<file path="config.mk">
export PLATFORM = sky130hd
export DESIGN_NAME = issue_ctrl
export DESIGN_NICKNAME = d
export VERILOG_FILES = /design/src/rtl/issue_ctrl.sv
export SDC_FILE = /design/constraint.sdc
export NUM_CORES = 1
export LEC_CHECK = 0
export CORE_AREA = 2 2 255 257
export DETAILED_ROUTE_END_ITERATION = 8
export DIE_AREA = 0 0 257 259
export GPL_TIMING_DRIVEN = 0
export PLACE_DENSITY = 0.51
export SLEW_MARGIN = 20
export SYNTH_ARGS = -nofsm -noshare
export SYNTH_HDL_FRONTEND = slang
export SYNTH_SLANG_ARGS = --single-unit
</file>
<file path="constraint.sdc">
create_clock -name clk -period 4.5 [get_ports clk]
set_clock_uncertainty 0.1 [all_clocks]
set_input_delay 0.9 -clock clk [delete_from_list [all_inputs] [get_ports clk]]
set_output_delay 0.9 -clock clk [all_outputs]
set_load 0.005 [all_outputs]
</file>
<file path="src/rtl/issue_ctrl.sv">
// Dual-issue dispatch: picks 0/1/2 head entries from the issue buffer, checks RAW
// hazards against the scoreboard and in-flight EX slots, and registers them into EX.
module issue_ctrl #(
    parameter int PAYLOAD_W = 128,
    parameter int NREG      = 32
) (
    input  logic                 clk,
    input  logic                 rstn,
    input  logic [1:0]           is_valid,
    input  logic [PAYLOAD_W-1:0] a_payload,
    input  logic [PAYLOAD_W-1:0] b_payload,
    input  logic [4:0]           a_rd,
    input  logic [4:0]           b_rd,
    input  logic                 a_we,
    input  logic                 b_we,
    input  logic [4:0]           a_raddr1,
    input  logic [4:0]           a_raddr2,
    input  logic [4:0]           b_raddr1,
    input  logic [4:0]           b_raddr2,
    input  logic [1:0]           a_type,
    input  logic [1:0]           b_type,
    input  logic                 stall_DCache,
    input  logic                 stall_div,
    input  logic                 flush_BR,
    input  logic                 wb_clr0_en,
    input  logic                 wb_clr1_en,
    input  logic [4:0]           wb_clr0_addr,
    input  logic [4:0]           wb_clr1_addr,
    output logic [1:0]           o_usingNUM,
    output logic [1:0]           ex_valid,
    output logic [PAYLOAD_W-1:0] ex_a_payload,
    output logic [PAYLOAD_W-1:0] ex_b_payload,
    output logic [4:0]           ex_a_rd,
    output logic                 ex_a_we,
    output logic [1:0]           ex_a_type,
    output logic [4:0]           ex_b_rd,
    output logic                 ex_b_we,
    output logic [1:0]           ex_b_type,
    output logic [31:0]          cnt_dual,
    output logic [31:0]          cnt_single
);
    localparam logic [1:0] T_ALU = 2'd0;
    localparam logic [1:0] T_MEM = 2'd1;
    localparam logic [1:0] T_DIV = 2'd2;
    localparam logic [1:0] T_BR  = 2'd3;

    logic [NREG-1:0] r_busy;
    logic [NREG-1:0] w_busy_nxt;
    logic            w_stall;
    logic            w_long_a;
    logic            w_long_b;
    logic            w_issue_a;
    logic            w_issue_b;
    logic            w_intra_raw;

    assign w_stall = stall_DCache | stall_div;

    // EX slots holding a load/divide whose result is not yet available
    assign w_long_a = ex_valid[1] & ex_a_we & (ex_a_rd != 5'd0) &
                      ((ex_a_type == T_MEM) | (ex_a_type == T_DIV));
    assign w_long_b = ex_valid[0] & ex_b_we & (ex_b_rd != 5'd0) &
                      ((ex_b_type == T_MEM) | (ex_b_type == T_DIV));

    function automatic logic src_haz(input logic [4:0] r);
        return (r != 5'd0) &&
               (r_busy[r] || (w_long_a && (ex_a_rd == r)) || (w_long_b && (ex_b_rd == r)));
    endfunction

    assign w_intra_raw = a_we & (a_rd != 5'd0) & ((b_raddr1 == a_rd) | (b_raddr2 == a_rd));

    assign w_issue_a = is_valid[1] & ~w_stall & ~flush_BR &
                       ~src_haz(a_raddr1) & ~src_haz(a_raddr2);
    assign w_issue_b = w_issue_a & is_valid[0] & (b_type == T_ALU) & (a_type != T_BR) &
                       ~src_haz(b_raddr1) & ~src_haz(b_raddr2) & ~w_intra_raw;

    assign o_usingNUM = w_issue_b ? 2'd2 : (w_issue_a ? 2'd1 : 2'd0);

    // Clears first, sets last: a set on the same edge as a clear must win
    always_comb begin
        w_busy_nxt = r_busy;
        if (wb_clr0_en && (wb_clr0_addr != 5'd0)) w_busy_nxt[wb_clr0_addr] = 1'b0;
        if (wb_clr1_en && (wb_clr1_addr != 5'd0)) w_busy_nxt[wb_clr1_addr] = 1'b0;
        if (!flush_BR && !w_stall) begin
            if (w_long_a) w_busy_nxt[ex_a_rd] = 1'b1;
            if (w_long_b) w_busy_nxt[ex_b_rd] = 1'b1;
        end
    end

    always_ff @(posedge clk) begin
        if (rstn) begin
            r_busy       <= '0;
            ex_valid     <= 2'b00;
            ex_a_payload <= '0;
            ex_b_payload <= '0;
            ex_a_rd      <= 5'd0;
            ex_a_we      <= 1'b0;
            ex_a_type    <= T_ALU;
            ex_b_rd      <= 5'd0;
            ex_b_we      <= 1'b0;
            ex_b_type    <= T_ALU;
            cnt_dual     <= 32'd0;
            cnt_single   <= 32'd0;
        end else begin
            r_busy <= w_busy_nxt;
            if (flush_BR) begin
                ex_valid <= 2'b00;
            end else if (!w_stall) begin
                ex_valid     <= {w_issue_a, w_issue_b};
                ex_a_payload <= a_payload;
                ex_b_payload <= b_payload;
                ex_a_rd      <= a_rd;
                ex_a_we      <= a_we;
                ex_a_type    <= a_type;
                ex_b_rd      <= b_rd;
                ex_b_we      <= b_we;
                ex_b_type    <= b_type;
            end
            if (o_usingNUM == 2'd2) cnt_dual <= cnt_dual + 32'd1;
            if (o_usingNUM == 2'd1) cnt_single <= cnt_single + 32'd1;
        end
    end
endmodule

</file>
==> out/summary.txt <==
OUTCOME
------------------------------------------------------------------------------
Status .......................................................... complete, no violations

FLOORPLAN
------------------------------------------------------------------------------
Std cell rows ...................................................           93
Placeable core region ...........................................   0.0639 mm2
Die span in x ...................................................       257 um
Die height ......................................................       259 um
Die area ........................................................   0.0666 mm2
Initial cell density of the core ................................        0.255
Ports placed on the boundary ....................................          651

YOSYS
------------------------------------------------------------------------------
Post-synthesis adder-cell area fraction .........................      0.00154
Post-synth EDFFs ................................................            0
Simple-gate area share of the yosys netlist .....................        0.246
Net count after synthesis .......................................         2355
Yosys warning total .............................................            0
Combinational family with the most area after synthesis ......... simple AND/OR/NAND/NOR gates
Post-synth cell types ...........................................           62
Synth Area in Compound Gates ....................................        0.163
Most used DFF post-synth ........................................      dfxtp_1
Post-synth top area cell ........................................      dfxtp_1
Async set or reset register ratio after synthesis ...............            0
Sequential cell area fraction in the yosys report ...............        0.455
Leading cell types by total area after synthesis ................ dfxtp_1 45%, nand2_1 14%, a21oi_1 9.7%, xnor2_1 3.4%, mux4_2 3.0%
Proportion of netlist area held by the largest area contributor .        0.455
Cell Area, Synth ................................................   0.0163 mm2
Total of flip-flops plus latches after synthesis ................          370
XOR/XNOR share of the synthesized area ..........................       0.0414
Multiplexer share of the synthesized area .......................       0.0519
Avg Inst Size Synth .............................................     7.98 um2
Number of standard cells after synthesis ........................         2042

DETAILED ROUTING
------------------------------------------------------------------------------
Average wire per cell in the routed design ......................      21.7 um
Drt pass-1 iters ................................................            6
Antenna-violating nets left .....................................            0
Total Wirelength ................................................     78800 um
Via Count .......................................................        17684
Count of unresolved DRC violations after routing ................            0
Detailed-route vias per instance ................................         4.86
Drt first-iter violations .......................................         1005

STA
------------------------------------------------------------------------------
Max-slew violations .............................................            0
Unrepaired setup endpoints after global routing .................         true
Highest clock frequency the design can meet .....................      225 MHz
# setup viols final .............................................            0
Remaining max-slew budget at the tightest pin ...................        0.338
Hold_ws .........................................................     0.351 ns
Tcrit/Tclk final ................................................        0.986
Final worst path period need ....................................      4.44 ns
Tightest Pin Transition .........................................     0.991 ns
Count of endpoints failing hold in the final timing report ......            0

GRT
------------------------------------------------------------------------------
Initial antenna violation count .................................           10
Pin count of the biggest net entering global routing ............           18
Global-route congestion overflow total ..........................            0
Total track usage ...............................................        0.225
Vias in the first global route ..................................        17208
Wire length of the first global-routing pass ....................    113000 um

CLOCK NETWORK
------------------------------------------------------------------------------
Clock tree buffer depth .........................................            3
Clk_lat worst skew ..............................................      0.56 ns
TritonCTS clock tree ............................................        built
Clock H-tree levels .............................................            2
Total number of clock tree sinks ................................          370
Root cell of the clock tree .....................................    clkbuf_16
Clock transition at the registers of the reported paths .........      0.05 ns
CTS Buf Count ...................................................           45

POWER AND IR DROP
------------------------------------------------------------------------------
Leakage power of the design .....................................      8.44 nW
Maximum VDD drop ................................................     0.218 mV
Areal power density over the cells ..............................   313 mW/mm2

SETUP PATH
------------------------------------------------------------------------------
Cell Chain, Critical Path ....................................... clkdlybuf4s50_1, clkbuf_8, mux4_2, mux2_2, a32oi_4, and4_1, buf_6, nand2_8, inv_4, clkdlybuf4s50_1
Library cell appearing most often on the critical path .......... clkdlybuf4s50_1
CP peak stage delay .............................................      0.51 ns
Data arrival time at the worst-slack endpoint ...................      3.44 ns
Setup CP Type ................................................... input port to output port
CP Capture Type .................................................  output port
Kind of launch point of the worst setup path ....................   input port
CP max-delay cell ............................................... clkdlybuf4s50_1
Worst endpoint required time ....................................      3.50 ns
Maximum fanout encountered on the critical timing path ..........           10

HOLD PATH
------------------------------------------------------------------------------
Type of the tightest min-delay check ............................ flop to flop

PLACEMENT
------------------------------------------------------------------------------
Port Buffers ....................................................          639
Routability cong. ...............................................        0.944
Post-detail-place hpwl ..........................................     62400 um
Placed instance area ............................................   0.0238 mm2

CELLS AND AREA
------------------------------------------------------------------------------
Count of nets after finishing ...................................         3060
Final design area excluding fillers .............................   0.0256 mm2
Ratio of cells with drive above 1 in the final layout ...........       0.0641
Synth-to-layout area growth .....................................        56.9%

JOB
------------------------------------------------------------------------------
Max capacitance violation total .................................            0

==> cell families (layout without fill, tap and decap cells) <==
kind of cell | Yosys count | in the layout
compound gates | 462 | 462
xor+xnor | 77 | 77
fa+ha+maj | 2 | 2
buf+inv | 169 | 906
flops | 370 | 370
mux | 55 | 55
other cells | 0 | 2
simple gates | 907 | 907
==> flip-flops by register name, indices dropped and copies added, names as in the netlist <==
register and cells:
ex_a_payload 128, ex_b_payload 128, cnt_dual 32, cnt_single 32, r_busy 32, ex_a_rd 5
ex_b_rd 5, ex_a_type 2, ex_b_type 2, ex_valid 2, ex_a_we 1, ex_b_we 1
==> cell type report <==
| type | instances | area [um2] |
|---|---|---|
| repair buffers | 659 | 6550 |
| multi-input cells | 1503 | 8320 |
| diodes | 2 | 5.00 |
| well taps | 855 | 1070 |
| plain buffers | 155 | 697 |
| clock buffers | 65 | 1290 |
| inverters | 13 | 51.3 |
| fillers | 6504 | 38300 |
| clock inverters | 14 | 159 |
| flip-flops and latches | 370 | 7410 |
==> through the flow <==
step | total power [mW] | setup WS (ns) | util | setup TNS (ns) | cells
floorplan | 3.79 | 0.291 | - | 0 | 2042
global placement | 4.40 | -2.82 | 0.372 | -274.52 | 3536
detailed placement | 4.41 | -1.13 | 0.372 | -7.29 | 3538
CTS | 8.09 | 0.00745 | 0.399 | 0 | 3630
global route | 8.31 | -0.0378 | 0.400 | -0.0476 | 3636
finish | 8.00 | 0.0643 | 0.400 | 0 | 3636
==> per-layer routing <==
| layer | global-route usage | wire length (um) | part of all wire |
|---|---|---|---|
| met5 | 0 | 87 | 0.0011 |
| met4 | 0.0682 | 2380 | 0.030 |
| met3 | 0.0643 | 6260 | 0.079 |
| met2 | 0.405 | 40200 | 0.51 |
| met1 | 0.256 | 29900 | 0.38 |
==> synthesized netlist by cell type (4+ instances only) <==
master / number
nor4b_1: 5
nand3_1: 29
and3_1: 18
nor3_1: 18
mux2_2: 15
inv_1: 13
o22ai_1: 23
nor2_1: 95
o31ai_1: 7
a22oi_1: 64
a21oi_1: 315
nor4_1: 17
nor3b_1: 14
a32oi_1: 4
and2_1: 8
buf_2: 17
nor2b_1: 11
or4_1: 7
buf_1: 10
nand4_1: 24
dfxtp_1: 370
o21ai_0: 20
or3_1: 21
mux2i_1: 17
nand3b_1: 12
xor2_1: 14
a211oi_1: 6
and4_1: 5
mux4_2: 22
xnor2_1: 63
nand2_1: 604
and3b_1: 4
clkbuf_1: 124
==> critical path: cells and delay by family <==
kind            cells  cell delay (ns)
compound gates      1             0.18
buf+inv             5             1.45
mux                 2             0.59
simple gates        2             0.31
==> power by group <==
part	switching (mW)	total (mW)	internal (mW)	leakage, nW
clock network	1.48	3.64	2.16	0.716
logic	0.450	0.952	0.503	4.72
registers	0.0508	3.41	3.36	3.00
total	1.98	8.00	6.02	8.44
==> final timing paths <==
path                                   startpoint                 to  slack, ns  depth (start not counted)
worst min-delay path            ex_b_payload[115]  ex_b_payload[115]       0.35                          2
worst min register to register  ex_b_payload[115]  ex_b_payload[115]       0.35                          2
worst max register to register         ex_b_rd[4]       cnt_dual[18]       0.74                         11
worst max-delay path                  a_raddr2[0]      o_usingNUM[0]       0.06                         10
==> layout by cell type (no fill, tap or decap), types with 14 or more instances in the layout <==
| cell | synthesis | final |
|---|---|---|
| mux2_2 | 15 | 15 |
| nor3_1 | 18 | 17 |
| a22oi_1 | 64 | 63 |
| xor2_1 | 14 | 14 |
| buf_4 | 2 | 21 |
| and3_1 | 18 | 18 |
| o22ai_1 | 23 | 23 |
| clkbuf_1 | 124 | 131 |
| dfxtp_1 | 370 | 370 |
| clkdlybuf4s50_1 | 0 | 633 |
| nand4_1 | 24 | 24 |
| nor3b_1 | 14 | 14 |
| clkbuf_16 | 0 | 46 |
| mux4_2 | 22 | 22 |
| nor2_1 | 95 | 95 |
| nor4_1 | 17 | 16 |
| mux2i_1 | 17 | 17 |
| nand2_1 | 604 | 602 |
| xnor2_1 | 63 | 63 |
| o21ai_0 | 20 | 20 |
| or3_1 | 21 | 21 |
| nand3_1 | 29 | 29 |
| a21oi_1 | 315 | 315 |
==> timing repair <==
| item | 4_1_cts | 5_1_grt |
|---|---|---|
| buffers inserted | 14 | 4 |
| gates resized for setup | 45 | 9 |
| cloned | 0 | 0 |
| pin swaps | 7 | 3 |
| setup endpoints to repair | 2 | 2 |
| hold buffers | 0 | 0 |
(Power assumes the default switching activity.)
